## src/rtl/riscv_pkg.sv

```systemverilog
// rtl/riscv_pkg.sv - shared pipeline constants, fetch FSM states and PC helper
package riscv_pkg;

    localparam logic [31:0] NOP_INSTR = 32'h0000_0013;
    localparam int          RS1_LSB   = 15;
    localparam int          RS2_LSB   = 20;
    localparam int          REG_W     = 5;

    typedef enum logic [1:0] {
        REQ  = 2'd0,
        WAIT = 2'd1,
        HOLD = 2'd2
    } fetch_state_t;

    // Wraps modulo 2^32 by construction of the 32-bit sum.
    function automatic logic [31:0] pc_plus4(input logic [31:0] pc);
        return pc + 32'd4;
    endfunction

endpackage

```

## src/rtl/if_id_reg.sv

```systemverilog
// rtl/if_id_reg.sv - IF/ID pipeline register with flush > stall > load > bubble priority
module if_id_reg
    import riscv_pkg::*;
(
    input  logic        clk,
    input  logic        rst,
    input  logic        i_flush,
    input  logic        i_stall,
    input  logic        i_load,
    input  logic [31:0] i_instr,
    input  logic [31:0] i_pc,
    output logic [31:0] o_instr_d,
    output logic [31:0] o_pc_d,
    output logic [31:0] o_pc_plus4_d,
    output logic        o_valid_d
);

    logic [31:0] r_instr;
    logic [31:0] r_pc;
    logic [31:0] r_pc_plus4;
    logic        r_valid;

    // Bubbles only clear instr/valid; pc fields keep their last value.
    always_ff @(posedge clk or posedge rst) begin
        if (rst) begin
            r_instr    <= NOP_INSTR;
            r_pc       <= 32'd0;
            r_pc_plus4 <= 32'd0;
            r_valid    <= 1'b0;
        end else if (i_flush) begin
            r_instr <= NOP_INSTR;
            r_valid <= 1'b0;
        end else if (i_stall) begin
            r_instr <= r_instr;
        end else if (i_load) begin
            r_instr    <= i_instr;
            r_pc       <= i_pc;
            r_pc_plus4 <= pc_plus4(i_pc);
            r_valid    <= 1'b1;
        end else begin
            r_instr <= NOP_INSTR;
            r_valid <= 1'b0;
        end
    end

    assign o_instr_d    = r_instr;
    assign o_pc_d       = r_pc;
    assign o_pc_plus4_d = r_pc_plus4;
    assign o_valid_d    = r_valid;

endmodule

```

## src/rtl/fetch_stage.sv

```systemverilog
// rtl/fetch_stage.sv - instruction fetch: PC, single-outstanding imem handshake, hold buffer, IF/ID
module fetch_stage
    import riscv_pkg::*;
#(
    parameter logic [31:0] RESET_PC = 32'h0000_0000
) (
    input  logic             clk,
    input  logic             rst,
    input  logic             stall_f,
    input  logic             stall_d,
    input  logic             flush_d,
    input  logic             pc_src_e,
    input  logic [31:0]      pc_target_e,
    output logic             imem_req_valid,
    input  logic             imem_req_ready,
    output logic [31:0]      imem_addr,
    input  logic             imem_rsp_valid,
    input  logic [31:0]      imem_rsp_data,
    output logic [31:0]      instr_d,
    output logic [31:0]      pc_d,
    output logic [31:0]      pc_plus4_d,
    output logic             valid_d,
    output logic [REG_W-1:0] rs1_d,
    output logic [REG_W-1:0] rs2_d
);

    fetch_state_t r_state;
    fetch_state_t w_state_nxt;
    logic [31:0]  r_pc_f;
    logic [31:0]  w_pc_f_nxt;
    logic [31:0]  r_req_pc;
    logic [31:0]  w_req_pc_nxt;
    logic         r_discard;
    logic         w_discard_nxt;
    logic [31:0]  r_buf_instr;
    logic         w_buf_we;
    logic         w_req_fire;
    logic         w_id_free;
    logic         w_load;
    logic [31:0]  w_load_instr;
    logic [31:0]  w_target;

    assign w_target       = pc_target_e & 32'hFFFF_FFFC;
    assign imem_req_valid = (r_state == REQ) && !stall_f && !rst;
    assign imem_addr      = r_pc_f;
    assign w_req_fire     = imem_req_valid && imem_req_ready;
    assign w_id_free      = !stall_d && !flush_d;

    // r_req_pc doubles as the buffered word's PC: it is unchanged in HOLD.
    always_comb begin
        w_state_nxt   = r_state;
        w_pc_f_nxt    = r_pc_f;
        w_req_pc_nxt  = r_req_pc;
        w_discard_nxt = r_discard;
        w_buf_we      = 1'b0;
        w_load        = 1'b0;
        w_load_instr  = imem_rsp_data;
        unique case (r_state)
            REQ: begin
                if (w_req_fire) begin
                    w_state_nxt   = WAIT;
                    w_req_pc_nxt  = r_pc_f;
                    w_discard_nxt = pc_src_e;
                end
            end
            WAIT: begin
                if (imem_rsp_valid) begin
                    if (r_discard || pc_src_e) begin
                        w_discard_nxt = 1'b0;
                        w_state_nxt   = REQ;
                    end else if (w_id_free) begin
                        w_load      = 1'b1;
                        w_pc_f_nxt  = pc_plus4(r_req_pc);
                        w_state_nxt = REQ;
                    end else begin
                        w_buf_we    = 1'b1;
                        w_state_nxt = HOLD;
                    end
                end else if (pc_src_e) begin
                    w_discard_nxt = 1'b1;
                end
            end
            HOLD: begin
                if (pc_src_e) begin
                    w_state_nxt = REQ;
                end else if (w_id_free) begin
                    w_load       = 1'b1;
                    w_load_instr = r_buf_instr;
                    w_pc_f_nxt   = pc_plus4(r_req_pc);
                    w_state_nxt  = REQ;
                end
            end
            default: w_state_nxt = REQ;
        endcase
        if (pc_src_e) begin
            w_pc_f_nxt = w_target;
        end
    end

    always_ff @(posedge clk or posedge rst) begin
        if (rst) begin
            r_state     <= REQ;
            r_pc_f      <= RESET_PC;
            r_req_pc    <= RESET_PC;
            r_discard   <= 1'b0;
            r_buf_instr <= NOP_INSTR;
        end else begin
            r_state   <= w_state_nxt;
            r_pc_f    <= w_pc_f_nxt;
            r_req_pc  <= w_req_pc_nxt;
            r_discard <= w_discard_nxt;
            if (w_buf_we) begin
                r_buf_instr <= imem_rsp_data;
            end
        end
    end

    if_id_reg u_if_id_reg (
        .clk          (clk),
        .rst          (rst),
        .i_flush      (flush_d),
        .i_stall      (stall_d),
        .i_load       (w_load),
        .i_instr      (w_load_instr),
        .i_pc         (r_req_pc),
        .o_instr_d    (instr_d),
        .o_pc_d       (pc_d),
        .o_pc_plus4_d (pc_plus4_d),
        .o_valid_d    (valid_d)
    );

    assign rs1_d = instr_d[RS1_LSB +: REG_W];
    assign rs2_d = instr_d[RS2_LSB +: REG_W];

endmodule

```

## config.mk

```make
export PLATFORM = sky130hd
export DESIGN_NAME = fetch_stage
export DESIGN_NICKNAME = d
export VERILOG_FILES = /design/src/rtl/riscv_pkg.sv /design/src/rtl/if_id_reg.sv /design/src/rtl/fetch_stage.sv
export SDC_FILE = /design/constraint.sdc
export NUM_CORES = 1
export LEC_CHECK = 0
export ABC_AREA = 1
export CORE_UTILIZATION = 50
export DETAILED_ROUTE_END_ITERATION = 7
export GPL_TIMING_DRIVEN = 0
export HOLD_SLACK_MARGIN = 0.1
export PLACE_DENSITY = 0.8
export SYNTH_ARGS = -nofsm -noshare
export SYNTH_HDL_FRONTEND = slang
export SYNTH_SLANG_ARGS = --single-unit
```

## constraint.sdc

```tcl
create_clock -name clk -period 8.2 [get_ports clk]
set_clock_uncertainty 0.05 [all_clocks]
set_input_delay 2.05 -clock clk [delete_from_list [all_inputs] [get_ports clk]]
set_output_delay 2.05 -clock clk [all_outputs]
set_load 0.05 [all_outputs]
```

# == Word level (Yosys, flattened, before mapping) ==
# Cells that the tools add are included.
# op_classes
addsub,1
eq_ne,9
n_mux,35
bitwise,2
n_reduce_logical,17
# op_table
operator,count
$mux 32,10
$pmux 32 s2,1
$add 32x3->32 const B,1
$mux 1,15
$mux 2,6
$ne 3x3->1 const B,4
$reduce_and 3->1,3
$pmux 2 s3,1
$logic_and 1x1->1,4
$logic_not 1->1,4
$ne 2x2->1 const B,2
$pmux 1 s2,2
$reduce_and 4->1,1
$reduce_bool 3->1,1
$eq 2x1->1 const B,1
$eq 2x2->1 const B,1
$logic_not 2->1,1
$ne 2x1->1 const B,1
$not 1->1,2
$reduce_and 2->1,1
$reduce_bool 2->1,1
$logic_or 1x1->1,1
# totals
ff_bits,196
out_inout_bits,140
elab_cells,73

# == Logic depth before layout (Yosys ltp) ==
# depth
ltp_word,9
mapped_depth,10
ltp_nobuf,10

# == Cells and area by module ==
# A second synthesis with hierarchy kept.
# hier_totals
cells_unflattened,1240
area_unflattened_um2,9820.7
# modules_own_cells
mod,instances,cells_per_inst,area_per_inst_um2,seq_area_each_um2
fetch_stage,1,730,5436.5,2481.1
if_id_reg,1,510,4384.2,2381.0

# == Worst setup path after synthesis ==
# OpenSTA, ideal clock, no wires.
# synth_path
kind,in2reg
startpoint,input port rst
endpoint,register r_req_pc[3]
setup_ns,0.125
arrival_time_ns,7.546
slack_ns,0.479
path_stages,4
path_buffers,1
cell_sequence,inv_1 > nand3_1 > clkbuf_1 > mux2_2
# synth_between
elab_chain_cells,4
# synth_rtl
element,line,source
"start, declared",fetch_stage.sv:8,"input logic rst,"
$logic_not 1->1 (no line),--,
$logic_and 1x1->1,fetch_stage.sv:44,assign imem_req_valid = (r_state == REQ) && !stall_f && !rst;
$logic_and 1x1->1,fetch_stage.sv:46,assign w_req_fire = imem_req_valid && imem_req_ready;
$reduce_and 2->1 (no line),--,
"end signal, assigned",fetch_stage.sv:110,r_req_pc <= w_req_pc_nxt;
"end, declared",fetch_stage.sv:31,logic [31:0] r_req_pc;
# Every way passes these cells.
# A chain may end at the register's enable or synchronous reset.

# == Final worst setup path ==
# layout_path
startpoint,input port rst
endpoint,output port imem_req_valid
# layout_between
elab_chain_cells,2
# layout_rtl
element,line,source
$logic_not 1->1 (no line),--,
$logic_and 1x1->1,fetch_stage.sv:44,
"end, declared",fetch_stage.sv:14,"output logic imem_req_valid,"
# Every way passes these cells.

==> run_results.csv <==
group,metric,value,unit
synth,synth-seq-cells,194,
power_and_ir_drop,p_int,0.002220,W
drt,drc,0,
cts,cts_tree,"done",
global_route,gr-usage-met1,38.65,%
worst_setup_path,crit_required,6.10,ns
place,placed_area,11380,um2
worst_setup_path,max_stage_delay,0.83,ns
global_route,first_global_vias,8235,
worst_setup_path,crit_path_start_kind,"primary input",
synth,synthDistinctLibCells,30,
hold_path,min_to,"u_if_id_reg.o_pc_plus4_d[19]$_DFFE_PP0P_",
timing,worst_slew_pin_slew,0.7764,ns
layout,layout.area.seq,4862,um2
drt,routedWlPerCell,16.52,um
cts,cts-buffers-inserted,17,
global_route,antenna_found_initial,1,
drt,via_per_inst,5.227,
worst_setup_path,rrSetupSlack,5.89,ns
cts,clkTransAtPathRegs,0.07,ns
timing,finalCriticalPeriod,5.699,ns
synth,syn_area,8991,um2
hold_path,worst_hold_path_type,"flop to flop",
power_and_ir_drop,seq_power_share,37.7,%
layout,n_fill_cell,1447,
drt,first_pass_iters,6,
global_route,use_met3,6.823,%
synth,syn_area_per_cell,7.901,um2
layout,final_cell_mix,"nand2_1 (392), clkdlybuf4s50_1 (207), dfrtp_1 (188)",
cts,insertion_delay,0.43,ns
drt,drt_iter0_markers,766,
power_and_ir_drop,pwr-share-comb,40.4,%
cts,cts_root_buf,"clkbuf_16",
timing,max_freq,175.5,MHz
power_and_ir_drop,p_leak,5.942,nW
floorplanning,coreArea,17420,um2
layout,final_area,11980,um2
power_and_ir_drop,power_switching,0.001690,W
layout,final_common_cell,"nand2_1",
worst_setup_path,crit_arrival,3.60,ns
timing,rsz0062_at_grt,"no",
place,portBuffers,207,
timing,slew_violations,0,
cts,cts.sinks,194,
global_route,grt_pass1_wl,42.28,mm
layout,fin_util,68.76,%
worst_setup_path,crit_slowest_cell,"clkdlybuf4s50_1",
layout,drive_gt1_share,6.749,%
power_and_ir_drop,pwr-share-clk,21.9,%
layout,diodes,0,
worst_setup_path,worstSetupPathType,"primary input to output pin",
floorplanning,ios,212,
place,place_congestion,0.9543,
layout,area_growth,33.19,%
timing,period_share,69.50,%
worst_setup_path,cp_max_fo,2,
drt,vias,8379,
global_route,grt_max_degree,115,
power_and_ir_drop,ir_drop,0.0002058,V
floorplanning,num_rows,48,
synth,syn-num-nets,1214,
timing,whs,0.4358,ns
cts,clockBufferDepth,2,
run,maxCapViolCount,0,
hold_path,worstHoldStart,"u_if_id_reg.o_pc_plus4_d[19]$_DFFE_PP0P_",
drt,finalWirelength,26.48,mm
worst_setup_path,reg2reg_to,"imem_addr[31]$_DFFE_PP0P_",
cts,cts_resized,0,
power_and_ir_drop,sw_frac_of_total,43.22,%
run_status,status,"completed",
global_route,gr-max-usage-layer,"met2",
synth,synth-seq-area-share,54.08,%
global_route,overflow,0,
worst_setup_path,r2r-start,"r_state[0]$_DFFE_PP0P_",
floorplanning,die_area,18520,um2
worst_setup_path,startpoint,"rst",
worst_setup_path,reg2reg_depth,10,
place,place_hpwl,19.34,mm
layout,finish.net_count,1441,
worst_setup_path,path_cells,"clkdlybuf4s50_1 -> nor3_1 -> clkdlybuf4s50_1",
cts,post_cts_buffers,0,
floorplanning,die_h,136.1,um
worst_setup_path,critPathCaptureType,"output pin",
layout,multiInputGateArea,3339,um2
worst_setup_path,timing.critical_path.mode_cell,"clkdlybuf4s50_1",
timing,finalSetupViolations,0,
global_route,grt_use_met2,47.80,%
timing,hold_violations,0,
global_route,track_usage,30.08,%
synth,yosysWarnings,0,
hold_path,whs_path_depth,2,
cts,cts_max_level,4,
timing,slew_headroom,48.24,%
drt,ant_nets,0,
floorplanning,die_w,136.1,um
synth,syn-instance-count,1138,
cts,cts_hold_buf,0,
power_and_ir_drop,power_density,326.5,nW/um2
floorplanning,start_util,51.62,%
-- state kept, by name (all words and copies together), names as in the netlist --
register                  flops
r_req_pc                     32
u_if_id_reg.o_instr_d        32
u_if_id_reg.o_pc_d           30
r_discard                     1
r_state                       2
u_if_id_reg.o_pc_plus4_d     32
u_if_id_reg.o_valid_d         1
r_buf_instr                  32
imem_addr                    32
-- metrics by stage --
stage | TNS (ns) | total power (W) | cells | setup slack, ns
final | 0 | 0.003910 | 1603 | 2.501
after global routing | 0 | 0.004107 | 1603 | 2.460
after CTS | 0 | 0.003912 | 1603 | 2.486
after detailed placement | 0 | 0.003055 | 1571 | 2.499
after global placement | -418.29 | 0.003018 | 1570 | -2.622
after floorplan | 0 | 0.002477 | 1138 | 0.4792
-- how the worst max path moves through the flow --
stage | to | cells after the start
6_report | imem_req_valid | 3
5_1_grt | imem_req_valid | 3
4_1_cts | imem_req_valid | 3
3_5_place_dp | imem_req_valid | 3
3_3_place_gp | r_req_pc[4]$_DFFE_PP0P_ | 5
2_1_floorplan | r_req_pc[3]$_DFFE_PP0P_ | 4
-- cell families (layout without fill, tap and decap cells) --
family	count (synthesis)	after routing	synth area share (%)
adders and majority gates	4	4	0.5567
and+or+nand+nor	570	570	25.45
buffers and inverters	186	426	8.781
muxes	4	4	0.5009
DFF	194	194	54.08
xor gates and xnor gates	9	9	0.8768
AOI/OAI and AO/OA	171	171	9.755
-- routing by layer --
metal,wire length [um],vias up
li1,-,3982
met1,10820,3938
met5,11,-
met4,959,2
met3,2203,63
met2,12480,394
-- critical path: cells and delay by family --
kind                   cells  cell delay, ns
and+or+nand+nor            1            0.21
buffers and inverters      2            1.34
-- area by class of cell --
cell class	count	area share [%]
plain buffers	64	2.769
clock buffers	17	3.552
clock inverters	15	1.421
inverters	122	3.887
multi-input cells	758	27.89
flip-flops and latches	194	40.60
well taps	225	2.351
repair buffers	208	17.53
-- cell usage after synthesis --
cell type,n,share of area [%]
mux2_2,4,0.50
o21bai_1,1,0.084
clkbuf_1,30,1.3
nor2_1,101,4.2
a21oi_1,39,2.2
nand2_1,392,16
buf_2,18,1.0
nand2_2,1,0.070
nand3_1,58,3.2
o21ai_1,10,0.56
inv_2,2,0.084
buf_6,3,0.38
o21ai_0,108,6.0
o22ai_1,12,0.83
dfrtp_1,188,52
nand3_2,2,0.22
inv_1,120,5.0
and2_1,3,0.21
nand3_4,1,0.19
nand4_1,1,0.070
or2_2,7,0.49
xnor2_1,2,0.19
ha_1,4,0.56
o21ai_2,1,0.097
dfstp_2,6,1.8
buf_4,12,1.0
clkbuf_2,1,0.056
nor2_8,1,0.22
xor2_1,7,0.68
nor3_1,3,0.17
-- power groups by stage --
stage	clock, W	combinational (W)	sequential [W]
3_5_place_dp	0	0.00157	0.00148
2_1_floorplan	0	0.000547	0.00193
4_1_cts	0.000860	0.00158	0.00147
6_report	0.000855	0.00158	0.00148
5_1_grt	0.000898	0.00171	0.00150
3_3_place_gp	0	0.00154	0.00148
(Power assumes the default switching activity.)
